**config.mk**
```make
export PLATFORM = sky130hd
export DESIGN_NAME = fifo_wr_arbiter
export DESIGN_NICKNAME = d
export VERILOG_FILES = /design/src/rtl/fifo_wr_arbiter_pkg.sv /design/src/rtl/fifo_wr_arbiter_rr_pick.sv /design/src/rtl/fifo_wr_arbiter.sv
export SDC_FILE = /design/constraint.sdc
export NUM_CORES = 1
export LEC_CHECK = 0
export BUFFER_PORTS_ARGS = -buffer_cell sky130_fd_sc_hd__buf_2
export CAP_MARGIN = 25
export CORE_ASPECT_RATIO = 1.1
export CORE_MARGIN = 5
export CORE_UTILIZATION = 36
export DETAILED_ROUTE_END_ITERATION = 10
export PLACE_DENSITY = 0.83
export SLEW_MARGIN = 20
export SYNTH_ARGS = -nofsm -noshare
export SYNTH_HDL_FRONTEND = slang
export SYNTH_HIERARCHICAL = 1
export SYNTH_SLANG_ARGS = --single-unit
```
**constraint.sdc**
```tcl
create_clock -name i_clk -period 1.49 [get_ports i_clk]
set_input_delay 0.2235 -clock i_clk [delete_from_list [all_inputs] [get_ports i_clk]]
set_output_delay 0.2235 -clock i_clk [all_outputs]
set_load 0.02 [all_outputs]
```
**src/rtl/fifo_wr_arbiter_pkg.sv**
```systemverilog
// Shared types and helpers for the fifo write-port arbiter and its read-side sibling.
package fifo_wr_arbiter_pkg;

  typedef enum logic {ARB_IDLE, ARB_GRANT} arb_state_t;

  // Source-id width: at least one bit even for a single requester.
  function automatic int id_width(input int n);
    return (n <= 2) ? 1 : $clog2(n);
  endfunction

endpackage

```
**src/rtl/fifo_wr_arbiter_rr_pick.sv**
```systemverilog
// Rotate-priority encoder: first set bit of i_req at or after i_start, wrapping modulo N.
module rr_pick #(
  parameter int N = 4,
  parameter int W = 2
) (
  input  logic [N-1:0] i_req,
  input  logic [W-1:0] i_start,
  output logic         o_found,
  output logic [W-1:0] o_index
);

  always_comb begin
    o_found = 1'b0;
    o_index = '0;
    for (int unsigned i = 0; i < N; i++) begin
      int unsigned c;
      logic [W-1:0] ci;
      c = 32'(i_start) + i;
      if (c >= N) c = c - N;
      ci = W'(c);
      if (!o_found && i_req[ci]) begin
        o_found = 1'b1;
        o_index = ci;
      end
    end
  end

endmodule

```
**src/rtl/fifo_wr_arbiter.sv**
```systemverilog
// Round-robin arbiter sharing one fifo write port among N_REQ valid/ready producers.
// Define FIFO_WR_ARB_PRIO0_EN to give requester 0 absolute priority at arbitration.
module fifo_wr_arbiter
  import fifo_wr_arbiter_pkg::*;
#(
  parameter int N_REQ      = 4,
  parameter int DATA_WIDTH = 8,
  parameter int BURST_LEN  = 4,
  localparam int ID_W      = id_width(N_REQ)
) (
  input  logic                        i_clk,
  input  logic                        i_rst,
  input  logic [N_REQ-1:0]            i_req_valid,
  input  logic [N_REQ*DATA_WIDTH-1:0] i_req_data,
  output logic [N_REQ-1:0]            o_req_ready,
  input  logic                        i_fifo_full,
  output logic                        o_fifo_wr_en,
  output logic [ID_W+DATA_WIDTH-1:0]  o_fifo_data,
  output logic [ID_W-1:0]             o_grant_id,
  output logic                        o_busy
);

  localparam int BC_W = $clog2(BURST_LEN) + 1;

  arb_state_t       state;
  logic [ID_W-1:0]  rr_ptr;
  logic [ID_W-1:0]  grant;
  logic [BC_W-1:0]  beat_cnt;

  logic             pick_found;
  logic [ID_W-1:0]  pick_idx;
  logic [ID_W-1:0]  sel_idx;
  logic [ID_W-1:0]  next_ptr;
  logic             granted;
  logic             accept;
  logic             last_beat;

  rr_pick #(.N(N_REQ), .W(ID_W)) u_pick (
    .i_req   (i_req_valid),
    .i_start (rr_ptr),
    .o_found (pick_found),
    .o_index (pick_idx)
  );

`ifdef FIFO_WR_ARB_PRIO0_EN
  // Requester 0 overrides the rotation; pick_found already covers its valid.
  assign sel_idx = i_req_valid[0] ? '0 : pick_idx;
`else
  assign sel_idx = pick_idx;
`endif

  always_comb begin
    granted     = (state == ARB_GRANT) && !i_rst;
    accept      = granted && i_req_valid[grant] && !i_fifo_full;
    last_beat   = (beat_cnt == BC_W'(BURST_LEN - 1));
    next_ptr    = (grant == ID_W'(N_REQ - 1)) ? '0 : grant + 1'b1;
    o_req_ready = '0;
    if (granted) o_req_ready[grant] = !i_fifo_full;
  end

  assign o_fifo_wr_en = accept;
  assign o_fifo_data  = {grant, i_req_data[grant*DATA_WIDTH +: DATA_WIDTH]};
  assign o_grant_id   = grant;
  assign o_busy       = (state == ARB_GRANT);

  always_ff @(posedge i_clk) begin
    if (i_rst) begin
      state    <= ARB_IDLE;
      rr_ptr   <= '0;
      grant    <= '0;
      beat_cnt <= '0;
    end else if (state == ARB_IDLE) begin
      if (pick_found) begin
        grant    <= sel_idx;
        beat_cnt <= '0;
        state    <= ARB_GRANT;
      end
    end else begin
      // Early release (valid low, even under full) and burst completion both rotate.
      if (!i_req_valid[grant] || (accept && last_beat)) begin
        state <= ARB_IDLE;
`ifdef FIFO_WR_ARB_PRIO0_EN
        if (grant != '0) rr_ptr <= next_ptr;
`else
        rr_ptr <= next_ptr;
`endif
      end else if (accept) begin
        beat_cnt <= beat_cnt + 1'b1;
      end
    end
  end

endmodule

```
==> results of run 1 <==
## cell usage in the layout (no fill, tap or decap), types with 2 or more instances in the layout
master and n:
inv_2 2, and2_4 3, buf_12 2, or3_4 2, ha_4 2, buf_4 7
clkbuf_4 3, buf_2 43, mux4_2 8, ha_2 2, buf_6 19, mux2i_4 2
inv_1 7, dfxtp_2 2, mux2i_1 3, o31ai_1 2, dfxtp_1 5, nand2_1 3
ha_1 2, and2_1 2, nand4_1 2, a21oi_1 8, nor2_1 8
## what timing repair did
| item | in CTS | in global routing |
|---|---|---|
| pin swaps | 4 | 7 |
| endpoints found under the setup margin | 16 | 19 |
| buffers inserted | 5 | 4 |
| cloned | 0 | 0 |
| resized for setup | 48 | 10 |
## flip-flops by register name, indices dropped and copies added, names as in the netlist
signal,cells
beat_cnt,3
o_grant_id,2
rr_ptr,2
o_busy,1
## synth_stat cells
master    n  area, µm²
o21ai_0   1       5.00
nor3_2    1       10.0
nand4_1   2       12.5
nor3_1    2       10.0
a311oi_2  1       15.0
mux4_2    8        180
inv_2     1       3.75
and2_1    5       31.3
nand2_1   3       11.3
or3_1     1       6.26
inv_1     9       33.8
nor2_1    8       30.0
nand3b_1  1       7.51
dfxtp_1   8        160
buf_4     2       15.0
buf_2     1       5.00
o31ai_1   2       15.0
ha_1      6       75.1
o221ai_1  1       8.76
or3_4     1       11.3
clkbuf_1  1       3.75
a21oi_1   8       40.0
mux2i_1   6       60.1
nand3_1   1       5.00
a221o_1   1       10.0
nor2b_1   2       12.5
nand2b_1  1       6.26
## report_power, final
part / total (W) / switching, W / internal, W / leakage, nW
registers: 0.000241 / 0.0000143 / 0.000227 / 0.0666
logic: 0.000450 / 0.000207 / 0.000243 / 0.582
clock network: 0.000177 / 0.0000838 / 0.0000929 / 0.0138
## layer usage
layer	global-route usage	up-vias
li1	-	448
met1	0.135	442
met2	0.364	69
met3	0.0658	11
met4	0.0925	0
met5	0	-
## worst max-delay path, delay by kind of cell, from the launching register on
| family | cells | cell delay (ns) |
|---|---|---|
| multiplexers | 2 | 0.35 |
| flip-flops | 1 | 0.39 |
| buffers and inverters | 2 | 0.25 |
| AND/OR/NAND/NOR | 1 | 0.18 |
## worst min path at each step
| stage | from | endpoint | slack (ns) | cells after the start |
|---|---|---|---|---|
| global placement | beat_cnt[2] | beat_cnt[2] | 0.45 | 2 |
| CTS | i_rst | o_busy | 0.25 | 2 |
| detailed placement | beat_cnt[2] | beat_cnt[2] | 0.46 | 2 |
| floorplan | i_rst | o_grant_id[0] | 0.29 | 1 |
| global route | i_rst | o_busy | 0.27 | 2 |
| finish | i_rst | o_busy | 0.25 | 2 |
## through the flow
stage                      util  power (W)
after floorplan               -   0.000437
after global placement    0.557   0.000558
after detailed placement  0.557   0.000568
after CTS                 0.675   0.000828
after global routing      0.705   0.000912
final                     0.705   0.000868
## cells by family after synthesis
family / after synthesis / synth area share
flip-flops: 8 / 0.204
AND/OR/NAND/NOR: 28 / 0.196
AO/OA/AOI/OAI: 14 / 0.120
buffers and inverters: 14 / 0.0781
adder cells (fa/ha/maj): 6 / 0.0957
multiplexers: 14 / 0.306
## area by class of cell
type / count / area share
Clock buffer: 3 / 0.0157
Multi-Input combinational cell: 62 / 0.454
Inverter: 10 / 0.0278
Sequential cell: 8 / 0.116
Tap cell: 28 / 0.0243
Timing Repair Buffer: 71 / 0.363
==> results.md, run 1 <==
- Status: finished, violations left
- Failing checks: setup timing
- Skew final: around 0.0090 ns
- Crit. End Element: primary output
- Max FO, Critical Path: 5
- Highest routed layer: met4
- DRC Markers: 0
- PwrDens: 603 nW/µm²
- Dpl cells: 172
- Met2 routed wirelength: approximately 1.6 mm
- CTS H-Tree Depth: 1
- Post-Synthesis Net Count: ~130
- Synthesized area: around 780 µm²
- Setup total negative slack: -2.03 ns
- Clock Latency Late Sink: around 0.27 ns
- CTS max path bufs: 2
- Reg-to-Reg Start: o_grant_id[0]
- Lkg Pwr: ~0.66 nW
- RD Place Congestion: around 0.76
- Die area: between 3000 and 4000 µm²
- Register area share after synthesis: 0.204
- Vias in the first global route: slightly below 1000
- RSZ-0062 raised after global routing: yes
- Die W: ~55 µm
- Maxcap violations: 0
- Largest stage delay on the critical path: 0.39 ns
- Num ports: between 50 and 60
- Met3 routed WL: approximately 400 µm
- Initial Utilization: 0.384
- Antenna viol nets, final: 0
- Largest net degree at the start of global routing: 11
- Num CTS Buffers: 3
- Syn Inst Count: 84
- R2R depth: 5
- # port buffers: 56
- Placed instance area: roughly 1100 µm²
- CP cell instances: buf_12 -> mux2i_4 -> mux2i_2 -> and2_1 -> buf_6
- Maximum VDD drop: between 0.6 and 0.7 mV
- GRT overflow: 0
- CTS tree: yes
- Total GRT Usage: 0.180
- CTS Hold Bufs: 0
- Setup ws final: -0.177 ns
- Via-to-Cell Ratio: about 5.3
- Max Slew Vio Count: 0
- Ys Warns: 6
- CTS Root Cell: clkbuf_4
- #FFs+latches synth: 8
- Die Y: slightly below 60 µm
- Core ar.: about 2000 µm²
- Area added between synthesis and finish: 83.4%
- Initial antenna violation count: 0
- Setup CP Type: reg2out
- Hold Fails Final Rpt: 0
- M1 wire length: roughly 940 µm
- Worst Setup EP: o_fifo_wr_en
- Worst EP arrival: around 1.4 ns
- Hold slack: 0.249 ns
- First-pass GRT wire length: 4.12 mm
- Layout Nets: approximately 200
- # diodes: 0
- Reg-to-reg setup timing slack: -0.04 ns
- Worst slew margin: 0.779
- Final instance area: around 1400 µm²
- Critical R2R Capture: o_busy
- Avg WL per Cell: approximately 17 µm
- Clk sinks: 8
- Max Fclk: between 600 and 700 MHz
- Layout cells sized above 1: 0.675
- Via count: 970
- Final setup viols: 14
- DPL Wire Length: around 2.1 mm
- Fill cells: approximately 150
- Tcrit/Tclk final: 1.12
- Non-filler cells, final: 182
- Hold Crit Class: in2reg
- Req. time, crit path: ~1.3 ns
- Starting DRT DRC Count: 15
- CP Launch Type: flop
- Syn avg cell area: 9.34 µm²
- Sequential Area: approximately 170 µm²
- Critical Path Source: o_grant_id[0]
- Setup WS pre-CTS: -0.0186 ns
- Std-Cell Rows: 17
- Netlist cell types: 27
- Least-Margin Pin Slew: about 0.33 ns
- Clock slew at reported path FFs: about 0.060 ns
- Minimum clock period: around 1.7 ns
- DR pass1 iterations: 4
- CP max stage cell: dfxtp_4
- Area occupied by multi-input gates: roughly 650 µm²
- Routed WL: a little over 3 mm
No activity file was read; power rests on OpenSTA's default activity.
==> run 2, diff against run 1 <==
ABC_AREA = 1   (was not set)
CAP_MARGIN = 20   (was 25)
CORE_UTILIZATION = 41   (was 36)
PLACE_DENSITY = 0.85   (was 0.83)
SLEW_MARGIN = 10   (was 20)
==> run 2 against run 1 <==
  * The run still ends with setup timing left
  * Global-route usage shrank 0.73 points
  * Worst setup slack lost 0.051 ns
  * Synthesized cell count grew 120%
  * Clock power grew 15%
  * First-iteration DRC count grew to 6.4 times the previous value
  * Register-to-register slack lost 0.19 ns
  * Cell count grew 61%
  * Core utilization grew 7.7 points
==> results.md, run 2 <==
- Status: finished, violations left (unchanged)
- Failing checks: setup timing (unchanged)
- EDFF count, synth: 0 (unchanged)
- Maxcap violations: 0 (unchanged)
- Syn avg cell area: 5.93 µm² (was 9.34 µm²)
- Area added between synthesis and finish: 81.2% (was 83.4%)
- Maximum VDD drop: 1.49 mV (was 0.666 mV)
- Tcrit/Tclk final: 1.15 (was 1.12)
- Largest stage delay on the critical path: 0.41 ns (was 0.39 ns)
- CP top delay family: simple AND/OR/NAND/NOR gates (was flip-flops)
- Routed WL: 4.89 mm (was 3.11 mm)
- Largest Register: beat_cnt (unchanged)
- Via-to-Cell Ratio: 5.49 (was 5.33)
- Layout cells sized above 1: 0.634 (was 0.675)
- DRC Markers: 0 (unchanged)
- #FFs+latches synth: 8 (unchanged)
- WP buf/inv: 3 (was 2)
- Syn Inst Count: 185 (was 84)
- Hold Crit Class: in2reg (unchanged)
- Largest net degree at the start of global routing: 23 (was 11)
- Std-Cell Rows: 19 (was 17)
- RD Place Congestion: 0.906 (was 0.761)
- First-pass GRT wire length: 5.30 mm (was 4.12 mm)
- Clock Latency Late Sink: 0.28 ns (was 0.27 ns)
- Synthesized area: 1100 µm² (was 785 µm²)
- CTS tree: yes (unchanged)
- Async set-reset flop share out of synthesis: 0 (unchanged)
- Max Fclk: 582 MHz (was 600 MHz)
- Total GRT Usage: 0.172 (was 0.180)
- # diodes: 0 (unchanged)
- CTS Hold Bufs: 0 (unchanged)
- Ys Warns: 6 (unchanged)
- Clk sinks: 8 (unchanged)
- Worst slew margin: 0.840 (was 0.779)
- Layout Nets: 308 (was 201)
- Max Slew Vio Count: 0 (unchanged)
- Reg-to-reg setup timing slack: -0.23 ns (was -0.04 ns)
- CTS H-Tree Depth: 1 (unchanged)
- Post-Synthesis Net Count: 230 (was 129)
- Setup CP Type: reg2reg (was reg2out)
- Die W: 59.3 µm (was 54.5 µm)
- Die area: 3810 µm² (was 3210 µm²)
- Most frequent CP cell: nand2_2
- Initial Utilization: 0.431 (was 0.384)
- Via count: 1610 (was 970)
- Num CTS Buffers: 3 (unchanged)
- Antenna viol nets, final: 0 (unchanged)
- Hold Fails Final Rpt: 0 (unchanged)
- # port buffers: 56 (unchanged)
- Avg WL per Cell: 16.7 µm (was 17.1 µm)
- CP Launch Type: flop (unchanged)
- Worst EP arrival: 1.92 ns (was 1.44 ns)
- DR pass1 iterations: 4 (unchanged)
- Register area share after synthesis: 0.146 (was 0.204)
- PwrDens: 2170 nW/µm² (was 603 nW/µm²)
- CP max stage cell: dfxtp_4 (unchanged)
- CTS Root Cell: clkbuf_4 (unchanged)
- Core ar.: 2540 µm² (was 2040 µm²)
- Lkg Pwr: 1.05 nW (was 0.662 nW)
- Skew final: 0.0185 ns (was 0.00898 ns)
- Hold slack: 0.213 ns (was 0.249 ns)
- Netlist cell types: 25 (was 27)
- Crit. End Element: flop (was primary output)
- Top cells by count, synth: 39 x nand2_1, 29 x nor2_1, 19 x o21ai_0 (was 9 x inv_1, 8 x a21oi_1, 8 x dfxtp_1, 8 x mux4_2, 8 x nor2_1)
- Cell with the most instances after synthesis: nand2_1 (was inv_1)
- Final setup viols: 17 (was 14)
- DPL Wire Length: 2.56 mm (was 2.12 mm)
- Clock slew at reported path FFs: 0.08 ns (was 0.06 ns)
- Starting DRT DRC Count: 96 (was 15)
- Ranking of synthesized cells by area: dfxtp_1 15%, nand2_1 13%, nor2_1 9.9% (was mux4_2 23%, dfxtp_1 20%, ha_1 9.6%)
- Commonest non-fill, non-tap cell in the layout: buf_2 (unchanged)
- Least-Margin Pin Slew: 0.238 ns (was 0.331 ns)
- Synth area leader: dfxtp_1 (was mux4_2)
- RSZ-0062 raised after global routing: yes (unchanged)
- CTS max path bufs: 2 (unchanged)
- Setup total negative slack: -1.54 ns (was -2.03 ns)
- Minimum clock period: 1.72 ns (was 1.67 ns)
- Die Y: 64.3 µm (was 59.0 µm)
- Initial antenna violation count: 0 (unchanged)
- Num ports: 57 (unchanged)
- Top FF cell, synth: dfxtp_1 (unchanged)
- Req. time, crit path: 1.69 ns (was 1.27 ns)
- Max FO, Critical Path: 5 (unchanged)
- Setup ws final: -0.228 ns (was -0.177 ns)
- CP cell instances: buf_6 -> nand2_2 -> nand2_2 -> nand2_2 -> nand2_2 -> nor2_4 -> nand3b_1 -> inv_1 -> nor2_1 -> inv_1 -> nand2_2 -> nand3_4 -> nand2_1 -> nand2_1 -> nor2_1 (was buf_12 -> mux2i_4 -> mux2i_2 -> and2_1 -> buf_6)
- Commonest non-fill, non-tap cells in the layout: 43 x buf_2, 29 x nand2_1, 22 x buf_4, 20 x nor2_1 (was 43 x buf_2, 19 x buf_6, 8 x mux4_2, 8 x nor2_1, 8 x a21oi_1)
- GRT overflow: 0 (unchanged)
- Top cell type's share of synthesized area: 0.146 (was 0.230)
- Max reg flops: 3 (unchanged)
- Vias in the first global route: 1297 (was 990)
## run 2: changes by cell type in the layout (fill, tap and decap cells not counted), moves of 9 or more
cell | previous run | this run
nor2_1 | 8 | 20
nand2_1 | 3 | 29
nand2_4 | 0 | 9
buf_4 | 7 | 22
nand2_2 | 0 | 17
inv_1 | 7 | 17
nor2_2 | 0 | 10
## run 2: stage by stage
step	total power (W)	instances	cell area [µm²]	utilization	worst slack (ns)
6_report	0.00431	293	1990	0.782	-0.228
5_1_grt	0.00458	293	1990	0.782	-0.386
4_1_cts	0.00330	283	1640	0.644	-0.0715
3_5_place_dp	0.00295	277	1550	0.608	-0.102
3_3_place_gp	0.00291	277	1550	0.608	-0.0156
2_1_floorplan	0.00226	185	1180	-	-0.0146
## run 2: per-layer routing
| metal | vias to the layer above | routed length (µm) | track usage |
|---|---|---|---|
| li1 | 753 | - | - |
| met1 | 746 | 1760 | 0.213 |
| met2 | 82 | 2610 | 0.301 |
| met3 | 29 | 291 | 0.0101 |
| met4 | 0 | 229 | 0.0737 |
| met5 | - | 0 | 0 |
## run 2: cell families (layout without fill, tap and decap cells)
kind of cell               after synthesis  in the layout  share of synthesized area
AOI/OAI and AO/OA                       32             32                      0.155
adders and majority gates                6              6                     0.0684
buffers and inverters                   33            110                      0.140
DFF                                      8              8                      0.146
and+or+nand+nor                        106            106                      0.490
## run 2: path summary, 6_finish.rpt
kind,startpoint,to,cells after the start
setup / recovery,rr_ptr[0],beat_cnt[2],15
hold / removal,i_rst,rr_ptr[0],2
setup reg to reg,rr_ptr[0],beat_cnt[2],15
hold reg to reg,beat_cnt[0],beat_cnt[0],4
## run 2: repair_timing
action | 4_1_cts | 5_1_grt
resized for setup | 25 | 73
pin swaps | 4 | 24
buffers inserted | 2 | 6
gates cloned | 0 | 4
endpoints found under the setup margin | 18 | 19
## run 2: cell type report
type / count / area (µm²)
Clock buffer: 4 / 26.3
Fill cell: 163 / 556
Inverter: 24 / 114
Multi-Input combinational cell: 144 / 1020
Sequential cell: 8 / 175
Tap cell: 31 / 38.8
Timing Repair Buffer: 81 / 609
Timing Repair inverter: 1 / 6.26
## run 2: where the power goes
| part | total [W] | switching, W | leakage (nW) | internal, W |
|---|---|---|---|---|
| sequential | 0.000498 | 0.000168 | 0.0689 | 0.000331 |
| clock | 0.000204 | 0.000101 | 0.0150 | 0.000104 |
| combinational | 0.00361 | 0.00201 | 0.963 | 0.00160 |
| total | 0.00431 | 0.00228 | 1.05 | 0.00203 |
==> run 3, diff against run 2 <==
CORE_UTILIZATION = 40   (was 41)
SYNTH_HIERARCHICAL = not set   (was 1)
==> run 3 against run 2 <==
  * The run still ends with setup timing left
  * Maximum frequency is 12% higher
  * Die area is 5.6% lower
  * Total power is 16% lower
  * First-iteration DRC count is 15% lower
  * Highest routed layer unchanged
==> results.md, run 3 <==
- Status: finished, violations left (unchanged)
- Failing checks: setup timing (unchanged)
- Max Fclk: 650 MHz (was 582 MHz)
- CTS tree: yes (unchanged)
- Placed instance area: 1400 µm² (was 1550 µm²)
- Std-Cell Rows: 19 (unchanged)
- Hold slack: 0.210 ns (was 0.213 ns)
- Total GRT Usage: 0.172 (about the same)
- Maximum VDD drop: 1.37 mV (was 1.49 mV)
- Largest stage delay on the critical path: 0.39 ns (was 0.41 ns)
- Reg-to-reg setup timing slack: -0.02 ns (was -0.23 ns)
- Most used routing layer: met2 (unchanged)
- # port buffers: 56 (unchanged)
- Final instance area: 1770 µm² (was 1990 µm²)
- Antenna viol nets, final: 0 (unchanged)
- Non-filler cells, final: 277 (was 293)
- DPL Wire Length: 2.44 mm (was 2.56 mm)
- R2R depth: 8 (was 15)
- Initial Utilization: 0.408 (was 0.431)
- Setup ws final: -0.0477 ns (was -0.228 ns)
- M1 GR Usage: 0.222 (was 0.213)
- Top cells by count, synth: 39 x nand2_1, 30 x nor2_1, 21 x o21ai_0 (was 39 x nand2_1, 29 x nor2_1, 19 x o21ai_0)
- Ranking of synthesized cells by area: dfxtp_1 16%, nand2_1 15%, nor2_1 11% (was dfxtp_1 15%, nand2_1 13%, nor2_1 9.9%)
- Post-Synthesis Net Count: 220 (was 230)
- Synth area leader: dfxtp_1 (unchanged)
- CP top delay family: buffers and inverters (was simple AND/OR/NAND/NOR gates)
- Tcrit/Tclk final: 1.03 (was 1.15)
- Fill cells: 174 (was 163)
- WP buf/inv: 4 (was 3)
- DRC Markers: 0 (unchanged)
- Area added between synthesis and finish: 76.7% (was 81.2%)
- Commonest non-fill, non-tap cells in the layout: 43 x buf_2, 29 x nand2_1, 21 x nor2_1, 15 x nand2_2, 15 x buf_6 (was 43 x buf_2, 29 x nand2_1, 22 x buf_4, 20 x nor2_1)
- CTS H-Tree Depth: 1 (unchanged)
- Clock Latency Late Sink: 0.25 ns (was 0.28 ns)
- Layout cells sized above 1: 0.569 (was 0.634)
- CTS Hold Bufs: 0 (unchanged)
- Clock slew at reported path FFs: 0.05 ns (was 0.08 ns)
- Hold Path End: beat_cnt[2] (was rr_ptr[0])
- Clk sinks: 8 (unchanged)
- Setup total negative slack: -0.186 ns (was -1.54 ns)
- CTS Root Cell: clkbuf_4 (unchanged)
- Via-to-Cell Ratio: 5.42 (was 5.49)
- Top FF cell, synth: dfxtp_1 (unchanged)
- Register area share after synthesis: 0.160 (was 0.146)
- Worst slew margin: 0.804 (was 0.840)
- Crit. End Element: primary output (was flop)
- Cell with the most instances after synthesis: nand2_1 (unchanged)
- Maxcap violations: 0 (unchanged)
- Syn avg cell area: 5.71 µm² (was 5.93 µm²)
- Synthesized area: 1000 µm² (was 1100 µm²)
- Async set-reset flop share out of synthesis: 0 (unchanged)
- CP max stage cell: dfxtp_4 (unchanged)
- Hold path cells: 2 (unchanged)
- Top cell type's share of synthesized area: 0.160 (was 0.146)
- Dpl cells: 263 (was 277)
- Tot Pwr: 0.00360 W (was 0.00431 W)
- RD Place Congestion: 0.810 (was 0.906)
- Die W: 57.7 µm (was 59.3 µm)
- Setup CP Type: reg2out (was reg2reg)
- Met2 usage: 0.295 (was 0.301)
- Initial antenna violation count: 0 (unchanged)
- Skew final: 0.000325 ns (was 0.0185 ns)
- Core ar.: 2450 µm² (was 2540 µm²)
- Lkg Pwr: 0.906 nW (was 1.05 nW)
- Worst EP arrival: 1.31 ns (was 1.92 ns)
- Least-Margin Pin Slew: 0.291 ns (was 0.238 ns)
- Req. time, crit path: 1.27 ns (was 1.69 ns)
- #FFs+latches synth: 8 (unchanged)
- GRT overflow: 0 (unchanged)
- First-pass GRT wire length: 5.19 mm (was 5.30 mm)
- Die Y: 62.4 µm (was 64.3 µm)
- Commonest non-fill, non-tap cell in the layout: buf_2 (unchanged)
- Minimum clock period: 1.54 ns (was 1.72 ns)
- Max Slew Vio Count: 0 (unchanged)
- Routed WL: 4.34 mm (was 4.89 mm)
- Syn Inst Count: 175 (was 185)
- Grt met3 use: 0.0393 (was 0.0101)
- Starting DRT DRC Count: 82 (was 96)
- Max reg flops: 3 (unchanged)
- Hold Fails Final Rpt: 0 (unchanged)
- Die area: 3600 µm² (was 3810 µm²)
- Critical R2R Capture: o_grant_id[0] (was beat_cnt[2])
- Avg WL per Cell: 15.7 µm (was 16.7 µm)
- Num ports: 57 (unchanged)
- Hold Crit Start: i_rst (unchanged)
- Layout Nets: 293 (was 308)
- EDFF count, synth: 0 (unchanged)
- PwrDens: 2040 nW/µm² (was 2170 nW/µm²)
- Via count: 1501 (was 1610)
- Most frequent CP cell: buf_6 (was nand2_2)
- CP cell instances: inv_6 -> buf_6 -> ha_1 -> inv_1 -> nor2_2 -> buf_6 (was buf_6 -> nand2_2 -> nand2_2 -> nand2_2 -> nand2_2 -> nor2_4 -> nand3b_1 -> inv_1 -> nor2_1 -> inv_1 -> nand2_2 -> nand3_4 -> nand2_1 -> nand2_1 -> nor2_1)
- Largest net degree at the start of global routing: 17 (was 23)
- DR pass1 iterations: 4 (unchanged)
- Reg-to-Reg Start: rr_ptr[0] (unchanged)
- Largest Register: beat_cnt (unchanged)
- Num CTS Buffers: 3 (unchanged)
- Ys Warns: 0 (was 6)
- RSZ-0062 raised after global routing: yes (unchanged)
- CP Launch Type: flop (unchanged)
- Final setup viols: 8 (was 17)
- CTS max path bufs: 2 (unchanged)
- Hold Crit Class: in2reg (unchanged)
- # diodes: 0 (unchanged)
- Vias in the first global route: 1233 (was 1297)
- Max FO, Critical Path: 8 (was 5)
- Netlist cell types: 22 (was 25)
run 3: how the worst max path moves through the flow:
| stage | from | endpoint | depth (start not counted) |
|---|---|---|---|
| 6_report | o_grant_id[0] | o_req_ready[0] | 6 |
| 5_1_grt | rr_ptr[0] | beat_cnt[1] | 9 |
| 4_1_cts | o_grant_id[0] | o_req_ready[3] | 5 |
| 3_5_place_dp | rr_ptr[0] | beat_cnt[2] | 12 |
| 3_3_place_gp | rr_ptr[0] | beat_cnt[1] | 11 |
| 2_1_floorplan | o_grant_id[1] | o_req_ready[0] | 5 |
run 3: cell families after synthesis:
group / count (synthesis) / synth area share
AOI/OAI and AO/OA: 37 / 0.198
and+or+nand+nor: 95 / 0.442
buffers and inverters: 29 / 0.125
DFF: 8 / 0.160
adders and majority gates: 6 / 0.0751
run 3: stage by stage:
step	worst slack, ns	util
floorplan	0.0477	-
global placement	0.0169	0.571
detailed placement	-0.0282	0.571
CTS	-0.0118	0.605
global route	-0.149	0.722
finish	-0.0477	0.722
run 3: repair_timing:
action | CTS | global route
gates resized for setup | 27 | 61
pin swaps | 1 | 14
gates cloned | 0 | 1
endpoints found under the setup margin | 14 | 19
setup buffers | 1 | 9
run 3: final cells by class:
type / instances / area [µm²] / area share
clock buffers: 3 / 22.5 / 0.0127
inverters: 21 / 88.8 / 0.0503
flip-flops and latches: 8 / 173 / 0.0977
multi-input cells: 138 / 880 / 0.498
well taps: 31 / 38.8 / 0.0220
repair buffers: 76 / 564 / 0.319
run 3: per-layer routing:
metal | part of all wire | vias to the layer above
li1 | - | 708
met1 | 0.36 | 710
met2 | 0.55 | 73
met3 | 0.068 | 10
met4 | 0.015 | 0
met5 | 0 | -
run 3: report_power, final:
part           switching, W  leakage (nW)  internal [W]
Combinational       0.00167         0.824       0.00133
Clock             0.0000763        0.0138     0.0000924
Sequential         0.000123        0.0683      0.000311
